$ cat src/rtl/dev_bus_arbiter_pkg.sv
// ---------------------------------------------------------------------------
// dev_bus_arbiter_pkg : shared state encodings and constants for the bus arbiter
// Rev 1.0
// ---------------------------------------------------------------------------
`default_nettype none

package dev_bus_arbiter_pkg;

  typedef enum logic [1:0] {
    ST_IDLE   = 2'd0,
    ST_ACCESS = 2'd1,
    ST_ACK    = 2'd2
  } state_t;

  localparam int c_M0 = 0;
  localparam int c_M1 = 1;

  localparam int c_PRIO_RR    = 0;
  localparam int c_PRIO_FIXED = 1;

endpackage

`default_nettype wire

$ cat src/rtl/dev_bus_arbiter_if.sv
// ---------------------------------------------------------------------------
// dev_bus_arbiter_if : two-master req/ack handshake plus bridge-side bus
// Rev 1.0
// ---------------------------------------------------------------------------
`default_nettype none

interface dev_bus_arbiter_if #(
  parameter int ADDR_W = 32,
  parameter int DATA_W = 32
);

  logic              m0_req;
  logic [ADDR_W-1:0] m0_addr;
  logic [DATA_W-1:0] m0_wd;
  logic              m0_we;
  logic [DATA_W-1:0] m0_rd;
  logic              m0_ack;
  logic              m0_stall;

  logic              m1_req;
  logic [ADDR_W-1:0] m1_addr;
  logic [DATA_W-1:0] m1_wd;
  logic              m1_we;
  logic [DATA_W-1:0] m1_rd;
  logic              m1_ack;

  logic [ADDR_W-1:0] pr_addr;
  logic [DATA_W-1:0] pr_wd;
  logic              pr_we;
  logic [DATA_W-1:0] pr_rd;
  logic [1:0]        gnt;

  // Arbiter side
  modport slave (
    input  m0_req, m0_addr, m0_wd, m0_we,
    input  m1_req, m1_addr, m1_wd, m1_we,
    input  pr_rd,
    output m0_rd, m0_ack, m0_stall,
    output m1_rd, m1_ack,
    output pr_addr, pr_wd, pr_we, gnt
  );

  // Masters plus bridge side
  modport master (
    output m0_req, m0_addr, m0_wd, m0_we,
    output m1_req, m1_addr, m1_wd, m1_we,
    output pr_rd,
    input  m0_rd, m0_ack, m0_stall,
    input  m1_rd, m1_ack,
    input  pr_addr, pr_wd, pr_we, gnt
  );

endinterface

`default_nettype wire

$ cat src/rtl/dev_arb_pick.sv
// ---------------------------------------------------------------------------
// dev_arb_pick : combinational one-hot winner select, round-robin or M0 priority
// Rev 1.0
// ---------------------------------------------------------------------------
`default_nettype none

module dev_arb_pick
  import dev_bus_arbiter_pkg::*;
#(
  parameter int PRIO_MODE = c_PRIO_RR
) (
  input  logic [1:0] i_req,
  input  logic       i_last_gnt,
  output logic [1:0] o_win
);

  // i_last_gnt=1 means M1 owned the bus last, so M0 takes a round-robin tie
  always_comb begin
    o_win = 2'b00;
    case (i_req)
      2'b01:   o_win = 2'b01;
      2'b10:   o_win = 2'b10;
      2'b11:   o_win = ((PRIO_MODE == c_PRIO_FIXED) || i_last_gnt) ? 2'b01 : 2'b10;
      default: o_win = 2'b00;
    endcase
  end

endmodule

`default_nettype wire

$ cat src/rtl/dev_bus_arbiter.sv
// ---------------------------------------------------------------------------
// dev_bus_arbiter : shares the processor device bus between CPU and DMA masters
// Rev 1.0
// ---------------------------------------------------------------------------
`default_nettype none

module dev_bus_arbiter
  import dev_bus_arbiter_pkg::*;
#(
  parameter int PRIO_MODE = c_PRIO_RR,
  parameter int ADDR_W    = 32,
  parameter int DATA_W    = 32
) (
  input  logic                   clk,
  input  logic                   reset,
  dev_bus_arbiter_if.slave       bus
);

  state_t            r_state;
  logic [1:0]        r_gnt;
  logic [1:0]        r_ack;
  logic              r_last_gnt;
  logic [ADDR_W-1:0] r_addr;
  logic [DATA_W-1:0] r_wd;
  logic              r_we;
  logic [DATA_W-1:0] r_rd0;
  logic [DATA_W-1:0] r_rd1;
  logic [1:0]        w_win;

  dev_arb_pick #(
    .PRIO_MODE (PRIO_MODE)
  ) u_pick (
    .i_req      ({bus.m1_req, bus.m0_req}),
    .i_last_gnt (r_last_gnt),
    .o_win      (w_win)
  );

  // r_addr/r_wd/r_we double as the bridge outputs: non-zero only during ACCESS
  always_ff @(posedge clk) begin
    if (!reset) begin
      r_state    <= ST_IDLE;
      r_gnt      <= 2'b00;
      r_ack      <= 2'b00;
      r_last_gnt <= 1'b1;
      r_addr     <= '0;
      r_wd       <= '0;
      r_we       <= 1'b0;
      r_rd0      <= '0;
      r_rd1      <= '0;
    end else begin
      case (r_state)
        ST_IDLE: begin
          if (w_win != 2'b00) begin
            r_gnt   <= w_win;
            r_addr  <= w_win[c_M1] ? bus.m1_addr : bus.m0_addr;
            r_wd    <= w_win[c_M1] ? bus.m1_wd   : bus.m0_wd;
            r_we    <= w_win[c_M1] ? bus.m1_we   : bus.m0_we;
            r_state <= ST_ACCESS;
          end
        end
        ST_ACCESS: begin
          if (r_gnt[c_M1]) begin
            r_rd1 <= bus.pr_rd;
          end else begin
            r_rd0 <= bus.pr_rd;
          end
          r_ack      <= r_gnt;
          r_last_gnt <= r_gnt[c_M1];
          r_addr     <= '0;
          r_wd       <= '0;
          r_we       <= 1'b0;
          r_state    <= ST_ACK;
        end
        ST_ACK: begin
          r_ack   <= 2'b00;
          r_gnt   <= 2'b00;
          r_state <= ST_IDLE;
        end
        default: begin
          r_ack   <= 2'b00;
          r_gnt   <= 2'b00;
          r_addr  <= '0;
          r_wd    <= '0;
          r_we    <= 1'b0;
          r_state <= ST_IDLE;
        end
      endcase
    end
  end

  assign bus.pr_addr  = r_addr;
  assign bus.pr_wd    = r_wd;
  assign bus.pr_we    = r_we;
  assign bus.gnt      = r_gnt;
  assign bus.m0_rd    = r_rd0;
  assign bus.m1_rd    = r_rd1;
  assign bus.m0_ack   = r_ack[c_M0];
  assign bus.m1_ack   = r_ack[c_M1];
  assign bus.m0_stall = bus.m0_req & ~r_ack[c_M0];

endmodule

`default_nettype wire

$ cat src/flat_wrapper.sv
// flat-port wrapper written by rule: the top's interface ports become plain ports
module dev_bus_arbiter_flat import dev_bus_arbiter_pkg::*;
#(
  parameter int PRIO_MODE = c_PRIO_RR,
  parameter int ADDR_W    = 32,
  parameter int DATA_W    = 32
)
  (clk, reset, bus_m0_req, bus_m0_addr, bus_m0_wd, bus_m0_we, bus_m1_req, bus_m1_addr, bus_m1_wd, bus_m1_we, bus_pr_rd, bus_m0_rd, bus_m0_ack, bus_m0_stall, bus_m1_rd, bus_m1_ack, bus_pr_addr, bus_pr_wd, bus_pr_we, bus_gnt);
  dev_bus_arbiter_if #(.ADDR_W(ADDR_W), .DATA_W(DATA_W)) bus_i ();
  input  logic clk;
  input  logic reset;
  input wire logic [$bits(bus_i.m0_req)-1:0] bus_m0_req;
  input wire logic [$bits(bus_i.m0_addr)-1:0] bus_m0_addr;
  input wire logic [$bits(bus_i.m0_wd)-1:0] bus_m0_wd;
  input wire logic [$bits(bus_i.m0_we)-1:0] bus_m0_we;
  input wire logic [$bits(bus_i.m1_req)-1:0] bus_m1_req;
  input wire logic [$bits(bus_i.m1_addr)-1:0] bus_m1_addr;
  input wire logic [$bits(bus_i.m1_wd)-1:0] bus_m1_wd;
  input wire logic [$bits(bus_i.m1_we)-1:0] bus_m1_we;
  input wire logic [$bits(bus_i.pr_rd)-1:0] bus_pr_rd;
  output wire logic [$bits(bus_i.m0_rd)-1:0] bus_m0_rd;
  output wire logic [$bits(bus_i.m0_ack)-1:0] bus_m0_ack;
  output wire logic [$bits(bus_i.m0_stall)-1:0] bus_m0_stall;
  output wire logic [$bits(bus_i.m1_rd)-1:0] bus_m1_rd;
  output wire logic [$bits(bus_i.m1_ack)-1:0] bus_m1_ack;
  output wire logic [$bits(bus_i.pr_addr)-1:0] bus_pr_addr;
  output wire logic [$bits(bus_i.pr_wd)-1:0] bus_pr_wd;
  output wire logic [$bits(bus_i.pr_we)-1:0] bus_pr_we;
  output wire logic [$bits(bus_i.gnt)-1:0] bus_gnt;
  assign bus_i.m0_req = bus_m0_req;
  assign bus_i.m0_addr = bus_m0_addr;
  assign bus_i.m0_wd = bus_m0_wd;
  assign bus_i.m0_we = bus_m0_we;
  assign bus_i.m1_req = bus_m1_req;
  assign bus_i.m1_addr = bus_m1_addr;
  assign bus_i.m1_wd = bus_m1_wd;
  assign bus_i.m1_we = bus_m1_we;
  assign bus_i.pr_rd = bus_pr_rd;
  assign bus_m0_rd = bus_i.m0_rd;
  assign bus_m0_ack = bus_i.m0_ack;
  assign bus_m0_stall = bus_i.m0_stall;
  assign bus_m1_rd = bus_i.m1_rd;
  assign bus_m1_ack = bus_i.m1_ack;
  assign bus_pr_addr = bus_i.pr_addr;
  assign bus_pr_wd = bus_i.pr_wd;
  assign bus_pr_we = bus_i.pr_we;
  assign bus_gnt = bus_i.gnt;
  dev_bus_arbiter #(.PRIO_MODE(PRIO_MODE), .ADDR_W(ADDR_W), .DATA_W(DATA_W)) u_core (.clk(clk), .reset(reset), .bus(bus_i));
endmodule
$ cat config.mk
export PLATFORM = sky130hd
export DESIGN_NAME = dev_bus_arbiter_flat
export DESIGN_NICKNAME = d
export VERILOG_FILES = /design/src/rtl/dev_bus_arbiter_pkg.sv /design/src/rtl/dev_bus_arbiter_if.sv /design/src/rtl/dev_arb_pick.sv /design/src/rtl/dev_bus_arbiter.sv /design/src/flat_wrapper.sv
export SDC_FILE = /design/constraint.sdc
export NUM_CORES = 1
export LEC_CHECK = 0
export CORE_MARGIN = 2
export CORE_UTILIZATION = 42
export CTS_CLUSTER_DIAMETER = 200
export DETAILED_ROUTE_END_ITERATION = 7
export PLACE_DENSITY_LB_ADDON = 0.1
export SLEW_MARGIN = 40
export SYNTH_ARGS = -nofsm -noshare
export SYNTH_HDL_FRONTEND = slang
export SYNTH_SLANG_ARGS = --single-unit
export TNS_END_PERCENT = 30
$ cat constraint.sdc
create_clock -name clk -period 2.1 [get_ports clk]
set_clock_uncertainty 0.05 [all_clocks]
set_input_delay 0.21 -clock clk [delete_from_list [all_inputs] [get_ports clk]]
set_output_delay 0.21 -clock clk [all_outputs]
set_load 0.01 [all_outputs]
==> impl_metrics.csv, run 1 <==
group,metric,value,unit
setup_path,crit_type,"reg2out",
routing,routed_wirelength,19300,um
setup_path,path_cells,"clkdlybuf4s50_1",
routing,first_iter_violations,482,
grt,busiest_layer,"met2",
floorplanning,rows,42,
timing,period_minus_slack,1.76,ns
setup_path,crit_path_start,"u_core.bus.gnt[1]$_SDFFE_PN0P_",
synthesis,synth_top_cell_area_share,0.488,
setup_path,end_kind,"primary output",
timing,slew_headroom,0.657,
synthesis,synth_seq_cells,136,
power,pwr_density_cell,778,mW/mm^2
cts,clock-sinks,136,
timing,setup_slack,0.345,ns
setup_path,worst_ep_required_time,1.84,ns
synthesis,synth_compound_area_frac,0.141,
timing,tns,0,ns
power,p_leak,3.16,nW
grt,grt_use_met1,0.299,
synthesis,synthMuxAreaShare,0.00964,
min_path,whs_path_depth,3,
grt,grt_pass1_vias,6116,
timing,min_period_over_period,0.836,
timing,worst-slew-pin-transition,0.514,ns
synthesis,yosysSeqAreaShare,0.488,
timing,fmax,570,MHz
finish,antenna_cells,0,
cts,holdBufCountCts,0,
cts,post_cts_buffers,0,
cts,cts_htree_levels,4,
finish,synthToLayoutAreaGrowth,65.9,%
grt,grt-ovfl-total,0,
setup_path,critPathMaxFanout,7,
setup_path,path_delay_family,"buffers and inverters",
power,ir_drop,0.000557,V
run,drv_cap,0,
synthesis,synth_nets,855,
setup_path,crit_path_max_incr_delay,0.62,ns
finish,num-nets-final,1116,
routing,ant_nets,0,
placed_design,dp.cells,1107,
cts,clkLatencyLatePin,0.41,ns
timing,rsz0062_at_grt,"no",
synthesis,syn_area_per_cell,8.10,um^2
grt,gr-usage-met2,0.454,
outcome,status,"finished, final reports clean",
synthesis,synth_top_family_by_area,"simple AND/OR/NAND/NOR gates",
timing,finalHoldViolCount,0,
synthesis,synth_fa_ha_area_frac,0,
grt,grt_max_degree,72,
grt,antenna_found_initial,0,
floorplanning,io_pins,300,
routing,dr.pass1.iters,5,
setup_path,r2r_setup_slack,0.40,ns
synthesis,ys_top_cells_by_area,"dfxtp_1 49%, nand3_1 11%, nand2_1 8.7%",
setup_path,cp_slowest_cell,"clkdlybuf4s50_1",
synthesis,synth-simple-area-share,0.288,
synthesis,synthDistinctLibCells,30,
setup_path,path_buf_inv,1,
placed_design,dp_slack,0.239,ns
setup_path,ff2ff_path_depth,4,
cts,cts_made_buffers,17,
finish,multi_input_area,0.00247,mm^2
finish,drive_gt1_frac,0.0624,
min_path,worstHoldStart,"bus_m0_req",
setup_path,r2r-start,"u_core.r_state[1]$_SDFFE_PN0P_",
finish,utilization,0.707,
cts,clockRootBuffer,"clkbuf_16",
floorplanning,die_h,119,um
cts,ctsResizeCount,0,
cts,clk_pin_slew_worst_paths,0.05,ns
synthesis,yosys.area.top_type,"dfxtp_1",
power,finalPower,0.00720,W
placed_design,hpwl,13200,um
routing,vias,6273,
routing,drc,0,
grt,grt_pass1_wl,30200,um
floorplanning,start_util,0.426,
synthesis,yosysWarningCount,0,
timing,slew_viol_final,0,
grt,grt_usage,0.264,
timing,finalSetupViolCount,0,
grt,met3_usage,0.0776,
min_path,hp-class,"in2reg",
finish,stdcell_count,1138,
placed_design,port_buffers,299,
synthesis,synthXorXnorAreaFrac,0,
floorplanning,die_w,119,um
routing,wl_per_cell,16.9,um
floorplanning,coreArea,0.0131,mm^2
setup_path,worst-endpoint-arrival,1.50,ns
routing,viasPerCell,5.51,
floorplanning,dieArea,0.0142,mm^2
finish,ff_latch_area,0.00272,mm^2
setup_path,cp-start-kind,"flop",
placed_design,gp_congestion,0.791,
finish,fillers,1040,
cts,cts_buffer_depth,2,
setup_path,r2r-end,"u_core.bus.pr_addr[6]$_SDFFE_PN0P_",
cts,cts_tree,"yes",
synthesis,syn_inst,689,
synthesis,synth_area,0.00558,mm^2
min_path,whs_endpoint,"u_core.r_state[0]$_SDFFE_PN0P_",
## worst max path at each step
stage                     slack, ns                                  end  cells after the start
after floorplan                0.75    u_core.bus.m0_rd[10]$_SDFFE_PN0P_                      6
after global placement         0.30  u_core.bus.pr_addr[30]$_SDFFE_PN0P_                      5
after detailed placement       0.24     u_core.bus.pr_wd[1]$_SDFFE_PN0P_                      5
after CTS                      0.32                           bus_gnt[1]                      1
after global routing           0.27  u_core.bus.pr_addr[15]$_SDFFE_PN0P_                      4
final                          0.34                           bus_gnt[1]                      1
## layout by cell type (no fill, tap or decap), drive strengths merged
cell and count:
o21ai 2, nor3b 1, inv 2, a32o 3, buf 22, bufinv 2, mux2i 2, nor3 2
or3b 1, mux2 3, nand2b 1, a32oi 1, nand4 62, clkdlybuf4s50 298, dfxtp 136, clkinvlp 3
o21bai 2, nor2b 1, nand3 127, a21oi 65, and3b 1, a31oi 62, clkbuf 25, a21boi 1
and2 1, clkinv 2, nand3b 1, nand2 129, nor2 4
## synthesized netlist by cell type (all sizes together)
master / number
dfxtp: 136
nand2: 129
nand3: 127
a21oi: 65
a31oi: 62
nand4: 62
buf: 48
clkbuf: 30
nor2: 4
a32o: 3
inv: 3
mux2: 3
mux2i: 2
nor3: 2
o21ai: 2
o21bai: 2
a21boi: 1
a32oi: 1
and2: 1
and3b: 1
nand2b: 1
nand3b: 1
nor2b: 1
nor3b: 1
or3b: 1
## layout make-up
class	count	share of cell area
Tap cell	176	0.0238
Clock inverter	6	0.00946
Timing Repair Buffer	320	0.348
Clock buffer	25	0.0557
Multi-Input combinational cell	472	0.267
Inverter	3	0.00135
Sequential cell	136	0.294
## metal layers
layer | part of all wire | vias to the layer above
met4 | 0.036 | 0
met5 | 0 | -
li1 | - | 2999
met3 | 0.081 | 54
met1 | 0.39 | 2923
met2 | 0.50 | 297
## metrics by stage
step,hold WS (ns),instance area [um^2]
after floorplan,0.232,5580
after global placement,0.391,8650
after detailed placement,0.397,8650
after CTS,0.208,9250
after global routing,0.240,9250
final,0.224,9250
## kinds of logic after synthesis
| kind of cell | after synthesis |
|---|---|
| AOI/OAI and AO/OA | 136 |
| and+or+nand+nor | 331 |
| buffers and inverters | 81 |
| muxes | 5 |
| DFF | 136 |
## report_power, final
| group | switching [W] | internal (W) |
|---|---|---|
| combinational | 0.000643 | 0.000736 |
| sequential | 0.0000991 | 0.00274 |
| clock | 0.00105 | 0.00193 |
## flip-flops by register name, indices dropped and copies added, names as in the netlist, 2 cells and up
name                count
u_core.bus.gnt          2
u_core.bus.m0_rd       32
u_core.bus.m1_rd       32
u_core.bus.pr_addr     32
u_core.bus.pr_wd       32
u_core.r_ack            2
u_core.r_state          2
Power figures use the tool's default switching activity.
==> run 2, diff against run 1 <==
--- a/config.mk
+++ b/config.mk
@@ -6,7 +6,7 @@
 export NUM_CORES = 1
 export LEC_CHECK = 0
 export CORE_MARGIN = 2
-export CORE_UTILIZATION = 42
+export CORE_UTILIZATION = 35
 export CTS_CLUSTER_DIAMETER = 200
 export DETAILED_ROUTE_END_ITERATION = 7
 export PLACE_DENSITY_LB_ADDON = 0.1
==> constraint.sdc (replaced) <==
create_clock -name clk -period 1.6 [get_ports clk]
set_clock_uncertainty 0.05 [all_clocks]
set_input_delay 0.16 -clock clk [delete_from_list [all_inputs] [get_ports clk]]
set_output_delay 0.16 -clock clk [all_outputs]
set_load 0.01 [all_outputs]
==> impl_metrics.csv, run 2 (synthesized netlist as in run 1, its figures left out) <==
group,metric,value,unit
routing,ant_nets,0,
timing,slew_viol_final,0,
placed_design,port_buffers,299,
grt,gr-usage-met2,0.404,
timing,slew_headroom,0.754,
cts,clk_pin_slew_worst_paths,0.06,ns
cts,clockRootBuffer,"clkbuf_16",
setup_path,worst-endpoint-arrival,1.34,ns
cts,cts_tree,"yes",
cts,holdBufCountCts,0,
floorplanning,dieArea,0.0170,mm^2
placed_design,gp_congestion,0.777,
power,finalPower,0.00978,W
cts,ctsResizeCount,3,
finish,synthToLayoutAreaGrowth,72.3,%
timing,hold_slack,0.246,ns
floorplanning,die_h,130,um
min_path,hp-class,"in2reg",
routing,wl_per_cell,16.7,um
grt,grt_pass1_wl,30500,um
routing,vias,6308,
floorplanning,coreArea,0.0157,mm^2
timing,period_minus_slack,1.55,ns
grt,grt-ovfl-total,0,
routing,viasPerCell,5.28,
outcome,status,"finished, final reports clean",
grt,grt_max_degree,60,
grt,busiest_layer,"met2",
grt,grt_use_met1,0.254,
setup_path,path_cells,"clkdlybuf4s50_1",
floorplanning,die_w,130,um
cts,cts_buffer_depth,2,
setup_path,path_buf_inv,1,
setup_path,crit_type,"reg2out",
cts,post_cts_buffers,0,
cts,cts_htree_levels,4,
finish,final_common_cell,"clkdlybuf4s50_1",
routing,drc,0,
run,drv_cap,0,
cts,cts_made_buffers,17,
timing,worst-slew-pin-transition,0.369,ns
setup_path,crit_path_max_incr_delay,0.56,ns
timing,fmax,644,MHz
routing,routed_wirelength,19900,um
cts,clkLatencyLatePin,0.41,ns
routing,first_iter_violations,341,
grt,antenna_found_initial,0,
finish,drive_gt1_frac,0.0777,
timing,min_period_over_period,0.970,
floorplanning,start_util,0.355,
power,ir_drop,0.000691,V
grt,met3_usage,0.0759,
power,pwr_density_cell,1020,mW/mm^2
power,p_leak,3.32,nW
finish,antenna_cells,0,
setup_path,cp_slowest_cell,"clkdlybuf4s50_1",
setup_path,worst_ep_required_time,1.39,ns
finish,final_cell_mix,"295 x clkdlybuf4s50_1, 135 x dfxtp_1, 129 x nand2_1",
cts,clock-sinks,136,
finish,utilization,0.612,
timing,finalSetupViolCount,0,
grt,grt_pass1_vias,6114,
timing,rsz0062_at_grt,"no",
finish,num-nets-final,1131,
routing,dr.pass1.iters,5,
grt,grt_usage,0.228,
setup_path,path_delay_family,"buffers and inverters",
timing,finalHoldViolCount,0,
setup_path,end_kind,"primary output",
setup_path,cp-start-kind,"flop",
floorplanning,rows,46,
placed_design,hpwl,14100,um
floorplanning,io_pins,300,
setup_path,critPathMaxFanout,2,
## run 2: changes by cell type in the layout (fill, tap and decap cells not counted)
cell / delta
buf_12: +14
clkbuf_8: -5
clkdlybuf4s50_1: -3
bufinv_16: +2
clkinv_4: +2
dlygate4sd2_1: +2
buf_4: +1
clkbuf_1: +1
clkinvlp_4: -1
dfxtp_1: -1
dfxtp_2: +1
dlymetal6s2s_1: +1
inv_4: +1
inv_6: +1
## run 2: layout make-up
class	instances	area [um^2]
timing repair buffer	335	3510
clock inverter	11	171
multi-input combinational	472	2470
sequential	136	2720
clock buffer	21	450
tap	216	270
inverter	3	13.8
fill	1360	6100
## run 2: report_power, final
| part | internal [W] | total [W] | leakage [nW] | switching [W] |
|---|---|---|---|---|
| Sequential | 0.00360 | 0.00372 | 1.11 | 0.000120 |
| Combinational | 0.00106 | 0.00193 | 1.92 | 0.000877 |
| Clock | 0.00265 | 0.00413 | 0.298 | 0.00148 |
| Total | 0.00731 | 0.00978 | 3.32 | 0.00247 |
## run 2: per-stage QoR
step / std cells / setup slack [ns] / setup TNS, ns / instance area (um^2)
6_report: 1194 / 0.0484 / 0 / 9610
5_1_grt: 1194 / 0.00295 / 0 / 9610
4_1_cts: 1194 / 0.0104 / 0 / 9610
3_5_place_dp: 1162 / -0.0866 / -1.95 / 8990
3_3_place_gp: 1162 / -0.0159 / -0.106 / 8990
2_1_floorplan: 689 / 0.253 / 0 / 5580
## run 2: final timing paths
check	slack, ns	start	cells after the start	endpoint
setup / recovery	0.05	u_core.bus.pr_addr[28]$_SDFFE_PN0P_	1	bus_pr_addr[28]
hold / removal	0.25	bus_m0_req	4	u_core.bus.pr_wd[29]$_SDFFE_PN0P_
setup reg to reg	0.15	u_core.r_state[1]$_SDFFE_PN0P_	5	u_core.bus.m1_rd[31]$_SDFFE_PN0P_
hold reg to reg	0.40	u_core.bus.m1_rd[4]$_SDFFE_PN0P_	2	u_core.bus.m1_rd[4]$_SDFFE_PN0P_
## run 2: layer usage
metal,up-vias,share of wire
met4,0,0.022
li1,3035,-
met3,31,0.093
met2,284,0.50
met5,-,0
met1,2958,0.38
